File: src/rtl/shift_pkg.sv
// +----------------------------------------------------------------------------+
// | shift_pkg : shared types and constants for the shift arbiter sequencer      |
// | Rev 1.0   : initial release                                                 |
// +----------------------------------------------------------------------------+
`default_nettype none

package shift_pkg;

  localparam int DATA_W   = 8;
  localparam int AMT_W    = 4;
  localparam int STEP_MAX = 7;
  localparam int CNT_W    = 3;

  typedef enum logic [2:0] {
    OP_PASS  = 3'd0,
    OP_SLL   = 3'd1,
    OP_SLA   = 3'd2,
    OP_SRL   = 3'd3,
    OP_SRA   = 3'd4,
    OP_ROL   = 3'd5,
    OP_ROR   = 3'd6,
    OP_PASS7 = 3'd7
  } shift_op_e;

  typedef enum logic [1:0] {
    ST_IDLE = 2'd0,
    ST_BUSY = 2'd1,
    ST_DONE = 2'd2
  } state_e;

  function automatic logic is_pass(input shift_op_e op);
    return (op == OP_PASS) || (op == OP_PASS7);
  endfunction

  // One pass moves at most STEP_MAX positions; larger amounts take extra passes.
  function automatic logic [CNT_W-1:0] step_of(input logic [AMT_W-1:0] rem);
    if (rem > AMT_W'(STEP_MAX))
      return CNT_W'(STEP_MAX);
    else
      return rem[CNT_W-1:0];
  endfunction

endpackage

`default_nettype wire

File: src/rtl/shift_arbiter_seq_shift_unit.sv
// +----------------------------------------------------------------------------+
// | shift_unit : combinational 8-bit shifter, count limited to 0..7             |
// | Rev 1.0    : initial release                                                |
// +----------------------------------------------------------------------------+
`default_nettype none

module shift_unit
  import shift_pkg::*;
(
  input  logic [DATA_W-1:0] d_in,
  input  shift_op_e         sel,
  input  logic [CNT_W-1:0]  shift_count,
  output logic [DATA_W-1:0] d_out
);

  logic [2*DATA_W-1:0] w_dbl;
  logic [2*DATA_W-1:0] w_dbl_l;
  logic [2*DATA_W-1:0] w_dbl_r;

  // Rotates are taken from a doubled copy so the wrapped bits fall in naturally.
  assign w_dbl   = {d_in, d_in};
  assign w_dbl_l = w_dbl << shift_count;
  assign w_dbl_r = w_dbl >> shift_count;

  always_comb begin
    d_out = d_in;
    case (sel)
      OP_SLL, OP_SLA: d_out = d_in << shift_count;
      OP_SRL:         d_out = d_in >> shift_count;
      OP_SRA:         d_out = $signed(d_in) >>> shift_count;
      OP_ROL:         d_out = w_dbl_l[2*DATA_W-1:DATA_W];
      OP_ROR:         d_out = w_dbl_r[DATA_W-1:0];
      default:        d_out = d_in;
    endcase
  end

endmodule

`default_nettype wire

File: src/rtl/shift_arbiter_seq.sv
// +----------------------------------------------------------------------------+
// | shift_arbiter_seq : round-robin arbiter sequencing multi-pass shift jobs    |
// | Rev 1.0           : initial release                                         |
// +----------------------------------------------------------------------------+
`default_nettype none

module shift_arbiter_seq
  import shift_pkg::*;
(
  input  logic              clk,
  input  logic              rst,
  input  logic [1:0]        req_valid,
  output logic [1:0]        req_ready,
  input  logic [DATA_W-1:0] req_data0,
  input  logic [2:0]        req_op0,
  input  logic [AMT_W-1:0]  req_amt0,
  input  logic [DATA_W-1:0] req_data1,
  input  logic [2:0]        req_op1,
  input  logic [AMT_W-1:0]  req_amt1,
  output logic              rsp_valid,
  input  logic              rsp_ready,
  output logic [DATA_W-1:0] rsp_data,
  output logic              rsp_id,
  output logic              busy
);

  state_e            r_state;
  state_e            w_state_nxt;
  logic [DATA_W-1:0] r_acc;
  shift_op_e         r_op;
  logic [AMT_W-1:0]  r_rem;
  logic              r_last_grant;
  logic              r_rsp_valid;
  logic [DATA_W-1:0] r_rsp_data;
  logic              r_rsp_id;

  logic [1:0]        w_grant;
  logic              w_accept;
  logic              w_sel_id;
  logic [DATA_W-1:0] w_sel_data;
  shift_op_e         w_sel_op;
  logic [AMT_W-1:0]  w_sel_amt;
  logic              w_sel_direct;
  logic [CNT_W-1:0]  w_step;
  logic [AMT_W-1:0]  w_rem_nxt;
  logic [DATA_W-1:0] w_shift_out;

  // Grant only while idle and out of reset; a tie goes to whoever did not win last.
  always_comb begin
    w_grant = 2'b00;
    if (!rst && (r_state == ST_IDLE)) begin
      if (req_valid == 2'b11)
        w_grant = r_last_grant ? 2'b01 : 2'b10;
      else
        w_grant = req_valid;
    end
  end

  assign req_ready = w_grant;
  assign w_accept  = |w_grant;
  assign w_sel_id  = w_grant[1];

  always_comb begin
    w_sel_data = req_data0;
    w_sel_op   = shift_op_e'(req_op0);
    w_sel_amt  = req_amt0;
    if (w_sel_id) begin
      w_sel_data = req_data1;
      w_sel_op   = shift_op_e'(req_op1);
      w_sel_amt  = req_amt1;
    end
  end

  assign w_sel_direct = (w_sel_amt == '0) || is_pass(w_sel_op);
  assign w_step       = step_of(r_rem);
  assign w_rem_nxt    = r_rem - AMT_W'(w_step);

  shift_unit u_shift_unit (
    .d_in        (r_acc),
    .sel         (r_op),
    .shift_count (w_step),
    .d_out       (w_shift_out)
  );

  always_comb begin
    w_state_nxt = r_state;
    case (r_state)
      ST_IDLE: begin
        if (w_accept)
          w_state_nxt = w_sel_direct ? ST_DONE : ST_BUSY;
      end
      ST_BUSY: begin
        if (w_rem_nxt == '0)
          w_state_nxt = ST_DONE;
      end
      ST_DONE: begin
        if (rsp_ready)
          w_state_nxt = ST_IDLE;
      end
      default: w_state_nxt = ST_IDLE;
    endcase
  end

  always_ff @(posedge clk) begin
    if (rst) begin
      r_state      <= ST_IDLE;
      r_acc        <= '0;
      r_op         <= OP_PASS;
      r_rem        <= '0;
      r_last_grant <= 1'b1;
      r_rsp_valid  <= 1'b0;
      r_rsp_data   <= '0;
      r_rsp_id     <= 1'b0;
    end else begin
      r_state <= w_state_nxt;
      case (r_state)
        ST_IDLE: begin
          if (w_accept) begin
            r_acc        <= w_sel_data;
            r_op         <= w_sel_op;
            r_rem        <= w_sel_amt;
            r_rsp_id     <= w_sel_id;
            r_last_grant <= w_sel_id;
            if (w_sel_direct) begin
              r_rsp_data  <= w_sel_data;
              r_rsp_valid <= 1'b1;
            end
          end
        end
        ST_BUSY: begin
          r_acc <= w_shift_out;
          r_rem <= w_rem_nxt;
          if (w_rem_nxt == '0) begin
            r_rsp_data  <= w_shift_out;
            r_rsp_valid <= 1'b1;
          end
        end
        ST_DONE: begin
          if (rsp_ready)
            r_rsp_valid <= 1'b0;
        end
        default: r_rsp_valid <= 1'b0;
      endcase
    end
  end

  assign rsp_valid = r_rsp_valid;
  assign rsp_data  = r_rsp_data;
  assign rsp_id    = r_rsp_id;
  assign busy      = (r_state != ST_IDLE);

endmodule

`default_nettype wire
File: config.mk
export PLATFORM = sky130hd
export DESIGN_NAME = shift_arbiter_seq
export DESIGN_NICKNAME = d
export VERILOG_FILES = /design/src/rtl/shift_pkg.sv /design/src/rtl/shift_arbiter_seq_shift_unit.sv /design/src/rtl/shift_arbiter_seq.sv
export SDC_FILE = /design/constraint.sdc
export NUM_CORES = 1
export LEC_CHECK = 0
export BUFFER_PORTS_ARGS = -buffer_cell sky130_fd_sc_hd__buf_4
export CELL_PAD_IN_SITES_DETAIL_PLACEMENT = 1
export CELL_PAD_IN_SITES_GLOBAL_PLACEMENT = 1
export CORE_MARGIN = 2
export CORE_UTILIZATION = 30
export CTS_CLUSTER_SIZE = 12
export DETAILED_ROUTE_END_ITERATION = 10
export PLACE_DENSITY_LB_ADDON = 0.3
export RECOVER_POWER = 25
export SYNTH_ARGS = -nofsm -noshare
export SYNTH_HDL_FRONTEND = slang
export SYNTH_HIERARCHICAL = 1
export SYNTH_SLANG_ARGS = --single-unit
File: constraint.sdc
create_clock -name clk -period 3.8 [get_ports clk]
set_input_delay 0.76 -clock clk [delete_from_list [all_inputs] [get_ports clk]]
set_output_delay 0.76 -clock clk [all_outputs]
set_load 0.01 [all_outputs]
== Word-level counts from Yosys, hierarchy flattened ==
Index checks and enable logic that the tools add are counted.
W data, S select, Z words.

* Output and inout port bits: 13
* Word-level logic and storage cells: 72
* Bits of input ports: 35
* Flip-flop bits (word level): 28

* Eq/ne operators: 14
* Shifts and indexed selects: 5
* Reductions and logical operators: 17
* Order comparisons: 1
* $add $sub $neg: 1
* Mux-type cells: 26

{| class="wikitable"
|+ Operators with widths
! kind !! number
|-
| $mux W8 || 5
|-
| $pmux W8 S5 || 1
|-
| $pmux W8 S2 || 2
|-
| $shl A16 B3 Y16 || 1
|-
| $shr A16 B3 Y8 || 1
|-
| $mux W2 || 7
|-
| $eq A3 B3 Y1 const B || 4
|-
| $logic_not A4 Y1 || 2
|-
| $mux W4 || 2
|-
| $ne A2 B2 Y1 const B || 4
|-
| $pmux W4 S2 || 1
|-
| $reduce_and A4 Y1 || 2
|-
| $shl A8 B3 Y8 || 1
|-
| $shr A8 B3 Y8 || 1
|-
| $sshr A8 B3 Y8 || 1
|-
| $eq A3 B2 Y1 const B || 2
|-
| $mux W3 || 2
|-
| $pmux W2 S3 || 1
|-
| $eq A2 B2 Y1 const B || 2
|-
| $gt A4 B3 Y1 const B || 1
|-
| $mux W1 || 4
|-
| $reduce_and A2 Y1 || 2
|-
| $reduce_bool A2 Y1 || 2
|-
| $reduce_or A2 Y1 || 2
|-
| 10 further kinds || 11
|}

== Longest topological paths before layout ==
* Depth after elaboration: 10
* Mapped depth: 12

== Hierarchy ==
The synthesis kept the hierarchy.

{| class="wikitable"
|+ By module, submodules not included
! module !! instances !! cells each !! area each (µm²)
|-
| shift_arbiter_seq || 1 || 200 || 1657.8
|-
| shift_unit || 1 || 178 || 1301.2
|}

== Least setup slack after synthesis ==
OpenSTA, ideal clock, no wires.

* Path type: flip-flop to flip-flop
* Start: reg r_rem[3]
* End: reg r_acc[0]
* Slack: 1.352 ns
* Required time: 3.668 ns
* Library setup time: 0.132 ns
* Stages on the path, launching flop included: 11
* Arrival time: 2.316 ns
* Cell sequence: dfxtp_1 or2_2 buf_6 mux4_2 and4_4 a21oi_2 nand3_1 o32a_1 and2_1 o31ai_1 a21oi_1

* Longest elaborated chain between the ends: 5
* Elaborated cells on any way between the ends: 9
* Those cells by class: order compare (1); shift (5); mux (3)

{| class="wikitable"
|+ RTL lines
! item !! line !! RTL
|-
| start, declared || shift_arbiter_seq.sv:31 || <nowiki>logic [AMT_W-1:0] r_rem;</nowiki>
|-
| start signal, assigned || shift_arbiter_seq.sv:121 || <nowiki>r_rem <= w_sel_amt;</nowiki>
|-
| start signal, assigned || shift_arbiter_seq.sv:132 || <nowiki>r_rem <= w_rem_nxt;</nowiki>
|-
| $gt A4 B3 Y1 * || shift_pkg.sv:37 || <nowiki>if (rem > AMT_W'(STEP_MAX))</nowiki>
|-
| $mux W3 * || shift_pkg.sv:37 ||
|-
| via w_step[1] || shift_arbiter_seq.sv:44 || <nowiki>logic [CNT_W-1:0] w_step;</nowiki>
|-
| $shr A16 B3 Y8, or another cell as far along || shift_arbiter_seq_shift_unit.sv:23 || <nowiki>assign w_dbl_r = w_dbl >> shift_count;</nowiki>
|-
| $pmux W8 S5 * || shift_arbiter_seq_shift_unit.sv:27 || <nowiki>case (sel)</nowiki>
|-
| via w_shift_out[0] || shift_arbiter_seq.sv:46 || <nowiki>logic [DATA_W-1:0] w_shift_out;</nowiki>
|-
| $pmux W8 S2 * || shift_arbiter_seq.sv:116 || <nowiki>case (r_state)</nowiki>
|-
| end signal, assigned || shift_arbiter_seq.sv:119 || <nowiki>r_acc <= w_sel_data;</nowiki>
|-
| end signal, assigned || shift_arbiter_seq.sv:131 || <nowiki>r_acc <= w_shift_out;</nowiki>
|-
| end, declared || shift_arbiter_seq.sv:29 || <nowiki>logic [DATA_W-1:0] r_acc;</nowiki>
|}

Mark *: on every way through the listed nets, which the timed path passes. The rest lies on a longest branch.
A chain may end at the register's enable or synchronous reset.

== Final worst setup path ==
* Start: reg r_rem[3]
* End: reg r_acc[4]

Same word-level chain as after synthesis.

==> reports/metrics.json <==
{
  "remaining_drc_errors": 0,
  "setup_total_negative_slack_ns": 0,
  "timing_worst_slew_pin_value_ns": 0.852,
  "postRouteWirelength_mm": 10.1,
  "final_net_count": 437,
  "grt_remaining_overflow": 0,
  "crit_path_start_kind": "flop",
  "cp.required_ns": 3.98,
  "top_level_ports": 48,
  "timing.hold.worst.class": "reg -> reg",
  "place_congestion": 0.872,
  "yosys_register_bits": 28,
  "fin_crit_ns": 3.00,
  "syn_inst": 378,
  "num_vias": 3090,
  "multi_input_gate_area_in_the_final_layout_um2": 2170,
  "post_synthesis_compound_gate_area_fraction_pct": 31.7,
  "start_util_pct": 30.6,
  "cts.path.max_buffers": 2,
  "synth_largest_area_cell": "sky130_fd_sc_hd__dfxtp_1",
  "grt_pass1_vias": 3075,
  "cts.reportedPaths.clkPinSlew_ns": 0.11,
  "worst_slack_at_placement_ns": 0.776,
  "cts-root-buf": "sky130_fd_sc_hd__clkbuf_8",
  "insertion_delay_ns": 0.29,
  "antennaDiodeCount": 0,
  "cp_capture_type": "flop",
  "power-per-cell-area_nw_per_um2": 425,
  "synth-xor-area-share_pct": 0.296,
  "register_area_share_after_synthesis_pct": 18.9,
  "post_cts_resized": 0,
  "cp.arrival_ns": 3.18,
  "dominantRegCellSynth": "sky130_fd_sc_hd__dfxtp_1",
  "worstSetupPathType": "reg -> reg",
  "synth_edf_count": 0,
  "synth.area.top_cells": "sky130_fd_sc_hd__dfxtp_1, sky130_fd_sc_hd__mux4_2, sky130_fd_sc_hd__nand2_1",
  "max_freq_ghz": 0.333,
  "fin_clk_skew_ns": 0.00753,
  "post_synthesis_instance_area_um2": 2960,
  "std_cell_rows": 36,
  "synth_fa_ha_area_share_pct": 0.423,
  "synthSimpleGateAreaFrac_pct": 25.8,
  "synth-async-reset-ratio_pct": 0,
  "flow.area_growth_from_synthesis_pct": 13.1,
  "drive_gt1_share_pct": 19.8,
  "seqCellArea_um2": 561,
  "share_of_the_clock_period_used_by_the_worst_path_pct": 79.0,
  "place.detailed.hpwl_mm": 7.40,
  "synth.net_count": 414,
  "timing.slew.headroom_pct": 43.2,
  "cts.repair_timing.setup_buffer_count": 0,
  "netlist.area_leader.share_pct": 18.9,
  "synthMuxAreaShare_pct": 15.1,
  "layout_setup_ws_ns": 0.798,
  "timing.critical_path.fanout_max": 28,
  "avgViaCountPerCell": 5.80,
  "synth_top_family_by_area": "compound AO/OA/AOI/OAI gates",
  "cts_max_level": 1,
  "vdd.ir_drop.worst_uv": 188,
  "remaining_number_of_nets_flagged_by_the_antenna_check_after_routing": 0,
  "port-buffer-count": 47,
  "tritoncts": "built",
  "timing.max_cap.violations": 0,
  "tritoncts.num_buffers": 3,
  "cellLeakagePower_nw": 1.33,
  "core-area_um2": 9680,
  "grt_antenna_before_repair": 0,
  "routedWlPerCell_um": 18.9,
  "outcome": "finished, final reports clean",
  "final-max-slew-violation-count": 0,
  "cts.sink_count": 28,
  "floorplan.die_area_um2": 10700,
  "finalHoldViolations": 0,
  "chipHeight_um": 103,
  "final.fill_count": 1193,
  "dr.pass1.iters": 4,
  "maximum_number_of_pins_on_one_net_before_global_route_repair": 36,
  "rsz0062_at_grt": "no",
  "floorplan.die.width_um": 103,
  "grt.total_usage_pct": 19.3,
  "ys_warn_count": 6,
  "grt_first_pass_wirelength_mm": 16.1,
  "syn_area_per_cell_um2": 7.83,
  "synth.lib_cells_used.distinct": 69,
  "detailedRoute.firstIterationViolations": 125,
  "finalSetupViolations": 0,
  "hold_buffer_count_at_cts": 0
}
-- power breakdown --
| part | switching (mW) | leakage (nW) | total, mW | internal, mW |
|---|---|---|---|---|
| Sequential | 0.0927 | 0.230 | 0.433 | 0.340 |
| Clock | 0.105 | 0.0288 | 0.199 | 0.0932 |
| Combinational | 0.464 | 1.07 | 0.792 | 0.328 |
-- cell type report --
class	instances	share of cell area [%]
inverters	9	1.01
flip-flops and latches	28	16.7
multi-input cells	306	64.9
repair buffers	53	10.8
well taps	133	4.97
clock buffers	4	1.64
-- metal layers --
metal / global-route usage (%) / part of all wire, % / vias to the layer above / wire length (µm)
met5: 0 / 0 / - / 0
met3: 2.49 / 4.3 / 7 / 432
met1: 27.6 / 47 / 1533 / 4780
met2: 31.3 / 47 / 70 / 4780
met4: 3.54 / 0.74 / 0 / 74
li1: - / - / 1480 / -
-- placed cells by master, fill, tap and decap left out, drive strengths merged, types with 6 or more instances in the layout --
cell,netlist,final
dfxtp,28,28
nand2b,9,9
nor2b,8,8
mux4,10,10
buf,18,43
nor2,27,27
nand2,39,39
nand3,16,16
and2,11,11
nor3,9,9
and3,10,10
clkbuf,17,14
o31ai,16,16
a21oi,27,27
o211a,9,9
mux2i,12,12
mux2,9,9
inv,8,8
a311oi,6,6
o21ai,12,12
-- flip-flops by register name (all words and copies together), names as in the netlist --
register / flops
rsp_data: 8
r_acc: 8
r_rem: 4
rsp_valid: 1
r_last_grant: 1
r_state: 2
r_op: 3
rsp_id: 1
-- cells in the mapped netlist (2+ instances only) --
master	instances
sky130_fd_sc_hd__nand2_1	39
sky130_fd_sc_hd__dfxtp_1	28
sky130_fd_sc_hd__a21oi_1	26
sky130_fd_sc_hd__nor2_1	26
sky130_fd_sc_hd__clkbuf_1	17
sky130_fd_sc_hd__nand3_1	16
sky130_fd_sc_hd__o31ai_1	16
sky130_fd_sc_hd__mux2i_1	12
sky130_fd_sc_hd__buf_2	11
sky130_fd_sc_hd__and2_1	10
sky130_fd_sc_hd__and3_1	10
sky130_fd_sc_hd__mux4_2	10
sky130_fd_sc_hd__nand2b_1	9
sky130_fd_sc_hd__o211a_1	9
sky130_fd_sc_hd__o21ai_0	9
sky130_fd_sc_hd__nor2b_1	8
sky130_fd_sc_hd__nor3_1	7
sky130_fd_sc_hd__a311oi_1	6
sky130_fd_sc_hd__buf_6	6
sky130_fd_sc_hd__inv_1	6
sky130_fd_sc_hd__a21o_1	5
sky130_fd_sc_hd__a31oi_1	5
sky130_fd_sc_hd__mux2_1	5
sky130_fd_sc_hd__a22oi_1	4
sky130_fd_sc_hd__mux2_2	4
sky130_fd_sc_hd__o22ai_1	4
sky130_fd_sc_hd__or2_2	4
sky130_fd_sc_hd__or3_1	4
sky130_fd_sc_hd__a211o_1	3
sky130_fd_sc_hd__a32o_1	3
sky130_fd_sc_hd__nor3b_1	3
sky130_fd_sc_hd__o211ai_1	3
sky130_fd_sc_hd__o32a_1	3
sky130_fd_sc_hd__a211oi_1	2
sky130_fd_sc_hd__a21boi_0	2
sky130_fd_sc_hd__a21boi_1	2
sky130_fd_sc_hd__a221oi_1	2
sky130_fd_sc_hd__inv_2	2
sky130_fd_sc_hd__nand4_1	2
sky130_fd_sc_hd__o2111ai_1	2
sky130_fd_sc_hd__o21a_1	2
sky130_fd_sc_hd__o21ai_1	2
sky130_fd_sc_hd__o221ai_1	2
sky130_fd_sc_hd__or4_1	2
-- per-stage QoR --
stage                     instances  hold slack [ns]  util [%]  power [mW]  cell area [µm²]
after detailed placement        529            0.462      34.4        1.24             3330
after CTS                       533            0.479      34.9        1.44             3380
after floorplan                 378            0.431         -        1.03             2960
final                           533            0.467      34.6        1.42             3350
after global placement          529            0.450      34.4        1.22             3330
after global routing            533            0.487      34.6        1.53             3350
-- logic make-up after synthesis --
| logic type | count (synthesis) |
|---|---|
| compound gates | 126 |
| xor+xnor | 1 |
| fa+ha+maj | 1 |
| buf+inv | 44 |
| flops | 28 |
| mux | 31 |
| simple gates | 147 |
-- critical path, cell delays in order, from the launching register on --
cell and delay (ns):
sky130_fd_sc_hd__dfxtp_1 0.45, sky130_fd_sc_hd__or2_2 0.60, sky130_fd_sc_hd__mux4_2 0.61, sky130_fd_sc_hd__and2_1 0.16
sky130_fd_sc_hd__a31oi_1 0.14, sky130_fd_sc_hd__a31oi_1 0.12, sky130_fd_sc_hd__a211o_1 0.29, sky130_fd_sc_hd__and2_1 0.15
sky130_fd_sc_hd__o31ai_1 0.27, sky130_fd_sc_hd__a21oi_1 0.10
-- path summary, 6_finish.rpt --
| kind | startpoint | endpoint | slack (ns) | cells past startpoint |
|---|---|---|---|---|
| worst max-delay path | r_rem[3] | r_acc[4] | 0.80 | 9 |
| worst min-delay path | rsp_data[4] | rsp_data[4] | 0.47 | 2 |
| worst max register to register | r_rem[3] | r_acc[4] | 0.80 | 9 |
| worst min register to register | rsp_data[4] | rsp_data[4] | 0.47 | 2 |
(Power assumes the default switching activity.)
